`config.mk`:
```
export PLATFORM = sky130hd
export DESIGN_NAME = decode_stage_flat
export DESIGN_NICKNAME = d
export VERILOG_FILES = /design/src/rtl/decode_stage_pkg.sv /design/src/rtl/decode_stage_if.sv /design/src/rtl/decode_stage_reg_file.sv /design/src/rtl/decode_stage.sv /design/src/flat_wrapper.sv
export SDC_FILE = /design/constraint.sdc
export NUM_CORES = 2
export LEC_CHECK = 0
export BUFFER_PORTS_ARGS = -buffer_cell sky130_fd_sc_hd__buf_2
export CELL_PAD_IN_SITES_DETAIL_PLACEMENT = 1
export CELL_PAD_IN_SITES_GLOBAL_PLACEMENT = 2
export CORE_MARGIN = 2
export CORE_UTILIZATION = 44
export CTS_CLUSTER_SIZE = 12
export DETAILED_ROUTE_END_ITERATION = 10
export PLACE_DENSITY = 0.87
export SLEW_MARGIN = 20
export SYNTH_ARGS = -nofsm -noshare
export SYNTH_HDL_FRONTEND = slang
export SYNTH_SLANG_ARGS = --single-unit
```
`constraint.sdc`:
```
create_clock -name clk -period 3.9 [get_ports clk]
set_input_delay 0.975 -clock clk [delete_from_list [all_inputs] [get_ports clk]]
set_output_delay 0.975 -clock clk [all_outputs]
set_load 0.005 [all_outputs]
```
`src/rtl/decode_stage_pkg.sv`:
```
// decode_stage_pkg: MIRI opcodes, de_ctrl bit positions and opcode-class helpers.
// Also provides the codebase-wide `VIRT_ADDR_WIDTH / `INSTR_WIDTH defaults.
`ifndef VIRT_ADDR_WIDTH
`define VIRT_ADDR_WIDTH 32
`endif
`ifndef INSTR_WIDTH
`define INSTR_WIDTH 32
`endif
package decode_stage_pkg;
    localparam logic [6:0] OP_ADD  = 7'h00;
    localparam logic [6:0] OP_SUB  = 7'h01;
    localparam logic [6:0] OP_MUL  = 7'h02;
    localparam logic [6:0] OP_LDB  = 7'h10;
    localparam logic [6:0] OP_LDW  = 7'h11;
    localparam logic [6:0] OP_STB  = 7'h12;
    localparam logic [6:0] OP_STW  = 7'h13;
    localparam logic [6:0] OP_MOV  = 7'h14;
    localparam logic [6:0] OP_BEQ  = 7'h30;
    localparam logic [6:0] OP_JUMP = 7'h31;
    localparam logic [6:0] OP_NOP  = 7'h7F;
    localparam int CTRL_REG_WRT   = 5;
    localparam int CTRL_IS_LOAD   = 4;
    localparam int CTRL_IS_STORE  = 3;
    localparam int CTRL_IS_BRANCH = 2;
    localparam int CTRL_IS_BYTE   = 1;
    localparam int CTRL_ILLEGAL   = 0;
    function automatic logic [5:0] decode_ctrl(input logic [6:0] op);
        logic [5:0] c;
        c = '0;
        case (op)
            OP_ADD, OP_SUB, OP_MUL, OP_MOV: c[CTRL_REG_WRT] = 1'b1;
            OP_LDB: begin
                c[CTRL_REG_WRT] = 1'b1;
                c[CTRL_IS_LOAD] = 1'b1;
                c[CTRL_IS_BYTE] = 1'b1;
            end
            OP_LDW: begin
                c[CTRL_REG_WRT] = 1'b1;
                c[CTRL_IS_LOAD] = 1'b1;
            end
            OP_STB, OP_STW:  c[CTRL_IS_STORE] = 1'b1;
            OP_BEQ, OP_JUMP: c[CTRL_IS_BRANCH] = 1'b1;
            OP_NOP:          c = '0;
            default:         c[CTRL_ILLEGAL] = 1'b1;
        endcase
        return c;
    endfunction
    // R-type reads src2; stores read their data register (dst field) on port 2
    function automatic logic reads_port2(input logic [6:0] op);
        return op inside {OP_ADD, OP_SUB, OP_MUL, OP_STB, OP_STW};
    endfunction
    function automatic logic is_btype(input logic [6:0] op);
        return op inside {OP_BEQ, OP_JUMP};
    endfunction
endpackage

```
`src/rtl/decode_stage_if.sv`:
```
// decode_stage_if: fetch, execute and writeback signals around decode_stage.
interface decode_stage_if #(
    parameter int VIRT_ADDR_WIDTH = `VIRT_ADDR_WIDTH,
    parameter int INSTR_WIDTH     = `INSTR_WIDTH,
    parameter int REG_IDX_WIDTH   = 5,
    parameter int DATA_WIDTH      = 32
);
    logic [INSTR_WIDTH-1:0]     instr_in;
    logic [VIRT_ADDR_WIDTH-1:0] pc_in;
    logic                       instr_valid;
    logic                       branch_hit;
    logic                       ex_stall;
    logic                       ex_is_load;
    logic [REG_IDX_WIDTH-1:0]   ex_dst;
    logic                       wb_wrt_en;
    logic [REG_IDX_WIDTH-1:0]   wb_dst;
    logic [DATA_WIDTH-1:0]      wb_data;
    logic                       stall_fetch;
    logic                       de_valid;
    logic [VIRT_ADDR_WIDTH-1:0] de_pc;
    logic [6:0]                 de_opcode;
    logic [REG_IDX_WIDTH-1:0]   de_dst;
    logic [DATA_WIDTH-1:0]      de_rs1_val;
    logic [DATA_WIDTH-1:0]      de_rs2_val;
    logic [DATA_WIDTH-1:0]      de_imm;
    logic [5:0]                 de_ctrl;
    modport master (
        output instr_in, pc_in, instr_valid, branch_hit, ex_stall, ex_is_load, ex_dst,
               wb_wrt_en, wb_dst, wb_data,
        input  stall_fetch, de_valid, de_pc, de_opcode, de_dst, de_rs1_val, de_rs2_val,
               de_imm, de_ctrl
    );
    modport slave (
        input  instr_in, pc_in, instr_valid, branch_hit, ex_stall, ex_is_load, ex_dst,
               wb_wrt_en, wb_dst, wb_data,
        output stall_fetch, de_valid, de_pc, de_opcode, de_dst, de_rs1_val, de_rs2_val,
               de_imm, de_ctrl
    );
endinterface

```
`src/rtl/decode_stage_reg_file.sv`:
```
// decode_stage_reg_file: 32x32 register file, two async reads, one sync write, r0 fixed at 0.
module decode_stage_reg_file #(
    parameter int REG_IDX_WIDTH = 5,
    parameter int DATA_WIDTH    = 32
) (
    input  logic                     clk,
    input  logic                     reset,
    input  logic                     i_wr_en,
    input  logic [REG_IDX_WIDTH-1:0] i_wr_idx,
    input  logic [DATA_WIDTH-1:0]    i_wr_data,
    input  logic [REG_IDX_WIDTH-1:0] i_rd1_idx,
    input  logic [REG_IDX_WIDTH-1:0] i_rd2_idx,
    output logic [DATA_WIDTH-1:0]    o_rd1_data,
    output logic [DATA_WIDTH-1:0]    o_rd2_data
);
    localparam int NUM_REGS = 1 << REG_IDX_WIDTH;
    logic [DATA_WIDTH-1:0] r_regs [NUM_REGS];
    always_ff @(posedge clk or negedge reset) begin
        if (!reset) begin
            for (int i = 0; i < NUM_REGS; i++) r_regs[i] <= '0;
        end else if (i_wr_en && i_wr_idx != '0) begin
            r_regs[i_wr_idx] <= i_wr_data;
        end
    end
    assign o_rd1_data = (i_rd1_idx == '0) ? '0 : r_regs[i_rd1_idx];
    assign o_rd2_data = (i_rd2_idx == '0) ? '0 : r_regs[i_rd2_idx];
endmodule

```
`src/rtl/decode_stage.sv`:
```
// decode_stage: MIRI F/D + D/E decode with load-use stall and branch flush.
// Define DECODE_WB_BYPASS_EN to forward a same-cycle writeback into the operand reads.
module decode_stage
    import decode_stage_pkg::*;
#(
    parameter int VIRT_ADDR_WIDTH = `VIRT_ADDR_WIDTH,
    parameter int INSTR_WIDTH     = `INSTR_WIDTH,
    parameter int REG_IDX_WIDTH   = 5,
    parameter int DATA_WIDTH      = 32
) (
    input logic           clk,
    input logic           reset,
    decode_stage_if.slave bus
);
    logic                       r_fd_valid;
    logic [INSTR_WIDTH-1:0]     r_fd_instr;
    logic [VIRT_ADDR_WIDTH-1:0] r_fd_pc;
    logic                       r_de_valid;
    logic [VIRT_ADDR_WIDTH-1:0] r_de_pc;
    logic [6:0]                 r_de_opcode;
    logic [REG_IDX_WIDTH-1:0]   r_de_dst;
    logic [DATA_WIDTH-1:0]      r_de_rs1_val;
    logic [DATA_WIDTH-1:0]      r_de_rs2_val;
    logic [DATA_WIDTH-1:0]      r_de_imm;
    logic [5:0]                 r_de_ctrl;
    logic [6:0]                 w_op;
    logic [REG_IDX_WIDTH-1:0]   w_dst;
    logic [REG_IDX_WIDTH-1:0]   w_src1;
    logic [REG_IDX_WIDTH-1:0]   w_src2;
    logic [REG_IDX_WIDTH-1:0]   w_rd2_idx;
    logic [DATA_WIDTH-1:0]      w_rf_rd1;
    logic [DATA_WIDTH-1:0]      w_rf_rd2;
    logic [DATA_WIDTH-1:0]      w_rs1_val;
    logic [DATA_WIDTH-1:0]      w_rs2_val;
    logic [DATA_WIDTH-1:0]      w_imm;
    logic [5:0]                 w_ctrl;
    logic                       w_hazard;
    logic                       w_issue;
    assign w_op      = r_fd_instr[31:25];
    assign w_dst     = r_fd_instr[24:20];
    assign w_src1    = r_fd_instr[19:15];
    assign w_src2    = r_fd_instr[14:10];
    assign w_ctrl    = decode_ctrl(w_op);
    assign w_rd2_idx = w_ctrl[CTRL_IS_STORE] ? w_dst : w_src2;
    assign w_imm     = is_btype(w_op)
                     ? {{(DATA_WIDTH-20){r_fd_instr[24]}}, r_fd_instr[24:20], r_fd_instr[14:0]}
                     : {{(DATA_WIDTH-15){r_fd_instr[14]}}, r_fd_instr[14:0]};
    assign w_hazard  = r_fd_valid && bus.ex_is_load && (bus.ex_dst != '0) &&
                       (bus.ex_dst == w_src1 || (reads_port2(w_op) && bus.ex_dst == w_rd2_idx));
    assign w_issue   = r_fd_valid && !w_hazard;
    assign bus.stall_fetch = reset && !bus.branch_hit && (bus.ex_stall || w_hazard);
    decode_stage_reg_file #(
        .REG_IDX_WIDTH (REG_IDX_WIDTH),
        .DATA_WIDTH    (DATA_WIDTH)
    ) u_reg_file (
        .clk        (clk),
        .reset      (reset),
        .i_wr_en    (bus.wb_wrt_en),
        .i_wr_idx   (bus.wb_dst),
        .i_wr_data  (bus.wb_data),
        .i_rd1_idx  (w_src1),
        .i_rd2_idx  (w_rd2_idx),
        .o_rd1_data (w_rf_rd1),
        .o_rd2_data (w_rf_rd2)
    );
`ifdef DECODE_WB_BYPASS_EN
    assign w_rs1_val = (bus.wb_wrt_en && bus.wb_dst == w_src1 && w_src1 != '0) ? bus.wb_data : w_rf_rd1;
    assign w_rs2_val = (bus.wb_wrt_en && bus.wb_dst == w_rd2_idx && w_rd2_idx != '0) ? bus.wb_data : w_rf_rd2;
`else
    assign w_rs1_val = w_rf_rd1;
    assign w_rs2_val = w_rf_rd2;
`endif
    // branch flush beats ex_stall, which beats the load-use bubble
    always_ff @(posedge clk or negedge reset) begin
        if (!reset) begin
            r_fd_valid   <= 1'b0;
            r_fd_instr   <= '0;
            r_fd_pc      <= '0;
            r_de_valid   <= 1'b0;
            r_de_pc      <= '0;
            r_de_opcode  <= '0;
            r_de_dst     <= '0;
            r_de_rs1_val <= '0;
            r_de_rs2_val <= '0;
            r_de_imm     <= '0;
            r_de_ctrl    <= '0;
        end else if (bus.branch_hit) begin
            r_fd_valid <= 1'b0;
            r_de_valid <= 1'b0;
            r_de_ctrl  <= '0;
        end else if (!bus.ex_stall) begin
            if (!w_hazard) begin
                r_fd_valid <= bus.instr_valid;
                if (bus.instr_valid) begin
                    r_fd_instr <= bus.instr_in;
                    r_fd_pc    <= bus.pc_in;
                end
            end
            r_de_valid   <= w_issue;
            r_de_pc      <= r_fd_pc;
            r_de_opcode  <= w_op;
            r_de_dst     <= w_dst;
            r_de_rs1_val <= w_rs1_val;
            r_de_rs2_val <= w_rs2_val;
            r_de_imm     <= w_imm;
            r_de_ctrl    <= w_issue ? w_ctrl : '0;
        end
    end
    assign bus.de_valid   = r_de_valid;
    assign bus.de_pc      = r_de_pc;
    assign bus.de_opcode  = r_de_opcode;
    assign bus.de_dst     = r_de_dst;
    assign bus.de_rs1_val = r_de_rs1_val;
    assign bus.de_rs2_val = r_de_rs2_val;
    assign bus.de_imm     = r_de_imm;
    assign bus.de_ctrl    = r_de_ctrl;
endmodule

```
`src/flat_wrapper.sv`:
```
// flat-port wrapper written by rule: the top's interface ports become plain ports
module decode_stage_flat import decode_stage_pkg::*;
#(
    parameter int VIRT_ADDR_WIDTH = `VIRT_ADDR_WIDTH,
    parameter int INSTR_WIDTH     = `INSTR_WIDTH,
    parameter int REG_IDX_WIDTH   = 5,
    parameter int DATA_WIDTH      = 32
)
  (clk, reset, bus_instr_in, bus_pc_in, bus_instr_valid, bus_branch_hit, bus_ex_stall, bus_ex_is_load, bus_ex_dst, bus_wb_wrt_en, bus_wb_dst, bus_wb_data, bus_stall_fetch, bus_de_valid, bus_de_pc, bus_de_opcode, bus_de_dst, bus_de_rs1_val, bus_de_rs2_val, bus_de_imm, bus_de_ctrl);
  decode_stage_if #(.VIRT_ADDR_WIDTH(VIRT_ADDR_WIDTH), .INSTR_WIDTH(INSTR_WIDTH), .REG_IDX_WIDTH(REG_IDX_WIDTH), .DATA_WIDTH(DATA_WIDTH)) bus_i ();
  input logic clk;
  input logic reset;
  input wire logic [$bits(bus_i.instr_in)-1:0] bus_instr_in;
  input wire logic [$bits(bus_i.pc_in)-1:0] bus_pc_in;
  input wire logic [$bits(bus_i.instr_valid)-1:0] bus_instr_valid;
  input wire logic [$bits(bus_i.branch_hit)-1:0] bus_branch_hit;
  input wire logic [$bits(bus_i.ex_stall)-1:0] bus_ex_stall;
  input wire logic [$bits(bus_i.ex_is_load)-1:0] bus_ex_is_load;
  input wire logic [$bits(bus_i.ex_dst)-1:0] bus_ex_dst;
  input wire logic [$bits(bus_i.wb_wrt_en)-1:0] bus_wb_wrt_en;
  input wire logic [$bits(bus_i.wb_dst)-1:0] bus_wb_dst;
  input wire logic [$bits(bus_i.wb_data)-1:0] bus_wb_data;
  output wire logic [$bits(bus_i.stall_fetch)-1:0] bus_stall_fetch;
  output wire logic [$bits(bus_i.de_valid)-1:0] bus_de_valid;
  output wire logic [$bits(bus_i.de_pc)-1:0] bus_de_pc;
  output wire logic [$bits(bus_i.de_opcode)-1:0] bus_de_opcode;
  output wire logic [$bits(bus_i.de_dst)-1:0] bus_de_dst;
  output wire logic [$bits(bus_i.de_rs1_val)-1:0] bus_de_rs1_val;
  output wire logic [$bits(bus_i.de_rs2_val)-1:0] bus_de_rs2_val;
  output wire logic [$bits(bus_i.de_imm)-1:0] bus_de_imm;
  output wire logic [$bits(bus_i.de_ctrl)-1:0] bus_de_ctrl;
  assign bus_i.instr_in = bus_instr_in;
  assign bus_i.pc_in = bus_pc_in;
  assign bus_i.instr_valid = bus_instr_valid;
  assign bus_i.branch_hit = bus_branch_hit;
  assign bus_i.ex_stall = bus_ex_stall;
  assign bus_i.ex_is_load = bus_ex_is_load;
  assign bus_i.ex_dst = bus_ex_dst;
  assign bus_i.wb_wrt_en = bus_wb_wrt_en;
  assign bus_i.wb_dst = bus_wb_dst;
  assign bus_i.wb_data = bus_wb_data;
  assign bus_stall_fetch = bus_i.stall_fetch;
  assign bus_de_valid = bus_i.de_valid;
  assign bus_de_pc = bus_i.de_pc;
  assign bus_de_opcode = bus_i.de_opcode;
  assign bus_de_dst = bus_i.de_dst;
  assign bus_de_rs1_val = bus_i.de_rs1_val;
  assign bus_de_rs2_val = bus_i.de_rs2_val;
  assign bus_de_imm = bus_i.de_imm;
  assign bus_de_ctrl = bus_i.de_ctrl;
  decode_stage #(.VIRT_ADDR_WIDTH(VIRT_ADDR_WIDTH), .INSTR_WIDTH(INSTR_WIDTH), .REG_IDX_WIDTH(REG_IDX_WIDTH), .DATA_WIDTH(DATA_WIDTH)) u_core (.clk(clk), .reset(reset), .bus(bus_i));
endmodule
```
==> metrics.cfg <==
[status]
status = complete, but fails checks
violations = setup timing

[floorplan]
num_rows = 138
die_h_um = 382
start_util = 0.444
core_area_sq_um = 142000
fp.dieW_um = 382
io_pins = 261
die-area_sq_um = 146000

[routing]
drt_iter0_drc = 4776
drc = 0
met1_length_mm = 91.2
dr.max_layer_used = met5
firstDrtPassIters = 6
wl_per_cell_um = 32.7
wl_met2_mm = 102
vias_per_cell = 6.68
num_vias = 46300
wl_met3_mm = 23.0
ant_nets = 0
finalWirelength_mm = 227

[sta]
worstMarginPinSlew_ns = 1.15
setup_viol = 1
fmax_mhz = 249
whs_ns = 0.105
setup_ws_ns = -0.115
drv_slew = 0
finalClockSkew_ns = 0.0309
rsz0062_at_grt = yes
slew_headroom = 0.233
fin_tns_setup_ns = -0.115
hold_viol = 0
post-route-min-period_ns = 4.01
post-route-period-util = 1.03

[logic_synthesis]
syn_inst = 4889
ys.flop_type = dfrtp_1
ys_types = 60
ys_ff_latch = 1224
synth-edff-count = 0
syn_area_per_cell_sq_um = 12.9
synthesis.area_sq_um = 63000
synth_top_area_frac = 0.486
ys_seq_area_frac = 0.486
synth_top_area_cell = dfrtp_1
yosys_warnings = 0
synth_nets = 5002
ys_async_sr_fraction = 1.00
synth_area_leaders = dfrtp_1, mux2_2, mux4_2

[global_routing]
grt_max_degree = 174
grt_overflow = 0
track_usage = 0.309
grt_pass1_wl_mm = 334
grt_pass1_vias = 48500
antenna_found_initial = 19

[clock_network]
insertion_delay_ns = 0.78
cts_tree = built
clock-sinks = 1224
cts_buffer_depth = 3
clk_pin_slew_worst_paths_ns = 0.06
clock-root-buffer = clkbuf_16
h-tree-depth = 4
cts_buffers = 136

[finish]
synthToLayoutAreaGrowth_pct = 13.9
nNetsFinal = 5052
drive_gt1_frac = 0.411

[setup_path]
critPathArrivalTime_ns = 3.04
end_kind = output port
cpPeakStageDelay_ns = 0.66
path_cells = or4b_4 -> o21ai_4 -> and3_1 -> nor4b_4 -> a31oi_2 -> o21ai_1 -> and3b_1 -> buf_2
cp.required_ns = 2.92
crit_family = simple AND/OR/NAND/NOR gates
cp-start-kind = flip-flop
cp_slowest_cell = or4b_4
critPathKind = reg -> out
cp_max_fo = 7
cp_num_buf_inv = 1

[pwr]
ir_drop_mv = 0.463
p_leak_nw = 31.6
power.density_nw_per_um2 = 598

[flow_run]
cap_violations = 0

[placed_design]
place_congestion = 0.859
io_buffers = 260
hpwlAfterDp_mm = 128

[min_path]
hp-class = in -> async

[cell type report]
type / count / area, sq um
sequential: 1224 / 30600
timing repair buffer: 448 / 3490
tap: 1890 / 2360
multi-input combinational: 3122 / 30700
clock inverter: 29 / 349
fill: 14200 / 70100
inverter: 7 / 26.3
antenna: 8 / 20.0
clock buffer: 212 / 4180
[cell usage in the layout (no fill, tap or decap), types with 126 or more instances in the layout]
| master | instances |
|---|---|
| a21oi_1 | 149 |
| buf_2 | 259 |
| buf_4 | 126 |
| clkbuf_16 | 144 |
| dfrtp_1 | 1219 |
| mux2_2 | 1012 |
| mux2i_1 | 286 |
| mux4_2 | 320 |
| nand2_1 | 312 |
| nand3_1 | 207 |
| o21ai_0 | 202 |
[worst paths after layout]
| path | depth (start not counted) | to | slack, ns | startpoint |
|---|---|---|---|---|
| max | 8 | bus_stall_fetch | -0.11 | u_core.r_fd_instr[30] |
| min in group clk | 0 | u_core.u_reg_file.r_regs[1018] | 0.38 | u_core.u_reg_file.r_regs[1018] |
| max in group asynchronous | 3 | u_core.bus.de_pc[11] | 2.04 | reset |
| min reg2reg | 0 | u_core.u_reg_file.r_regs[1018] | 0.38 | u_core.u_reg_file.r_regs[1018] |
| max reg2reg | 12 | u_core.bus.de_rs2_val[9] | 0.29 | u_core.r_fd_instr[31] |
| min | 1 | u_core.u_reg_file.r_regs[742] | 0.11 | reset |
[metrics by stage]
stage	util	power (mW)	instance area [sq um]	worst slack, ns	cells
6_report	0.506	42.9	71800	-0.115	6940
5_1_grt	0.506	44.6	71800	-0.235	6935
4_1_cts	0.505	42.9	71700	-0.0739	6931
3_5_place_dp	0.472	29.6	67000	0.109	6679
3_3_place_gp	0.472	29.0	67000	0.122	6679
2_1_floorplan	-	24.6	63000	0.526	4889
[power breakdown]
group | total (mW) | leakage, nW | switching [mW] | internal (mW)
Sequential | 17.5 | 15.6 | 2.20 | 15.2
Combinational | 12.4 | 13.7 | 6.46 | 5.89
Clock | 13.1 | 2.23 | 5.37 | 7.75
[layer usage]
layer,global-route usage,up-vias
met2,0.470,2513
li1,-,18400
met3,0.0773,586
met1,0.418,24800
met5,0,-
met4,0.134,12
[state kept, by name, indices dropped and copies added, names as in the netlist]
register and flops:
u_core.u_reg_file.r_regs 1024, u_core.bus.de_pc 32, u_core.bus.de_rs1_val 32, u_core.bus.de_rs2_val 32, u_core.r_fd_instr 32, u_core.r_fd_pc 32, u_core.bus.de_imm 20, u_core.bus.de_opcode 7
u_core.bus.de_ctrl 6, u_core.bus.de_dst 5, u_core.bus.de_valid 1, u_core.r_fd_valid 1
[repair_timing]
item                       in CTS  in global routing
hold buffers                    0                  0
setup endpoints to repair       1                  1
pin swaps                      13                  7
gates resized for setup        23                 12
setup buffers                  11                  1
hold endpoints to repair        0                  0
[worst reg2reg max path, cell delays in order, from the launching register on]
cell	delay, ns
dfrtp_1	0.39
buf_4	0.18
nor4_4	0.24
buf_4	0.19
buf_4	0.13
buf_4	0.11
nand2_1	0.19
nor3_1	0.39
or2_2	0.19
buf_4	0.44
a211oi_1	0.23
or4_1	0.57
a32oi_1	0.26
[cells in the mapped netlist (5+ instances only)]
cell type and n:
a211o_1 16, a211oi_1 71, a21o_1 46, a21oi_1 153, a22oi_1 16, a32oi_1 30
and3_1 43, buf_1 89, buf_2 32, buf_4 27, buf_6 6, clkbuf_1 382
dfrtp_1 1224, inv_1 7, mux2_1 60, mux2_2 1012, mux2i_1 286, mux4_2 320
nand2_1 331, nand3_1 212, nand4_1 36, nor2_1 29, nor3_1 6, nor3b_1 5
o211ai_1 20, o21ai_0 205, o21ai_1 6, o21bai_1 30, o221ai_1 32, o22a_1 16
o22ai_1 46, o31ai_1 21, or4_1 18
[logic make-up (layout without fill, tap and decap cells)]
group | count (synthesis) | after routing | synth area share
flip-flops | 1224 | 1224 | 0.486
multiplexers | 1678 | 1678 | 0.351
AO/OA/AOI/OAI | 725 | 725 | 0.0732
AND/OR/NAND/NOR | 714 | 714 | 0.0534
XOR/XNOR | 5 | 5 | 0.000695
other | 0 | 8 | 0
buffers and inverters | 543 | 696 | 0.0353
No activity file was read; power rests on OpenSTA's default activity.
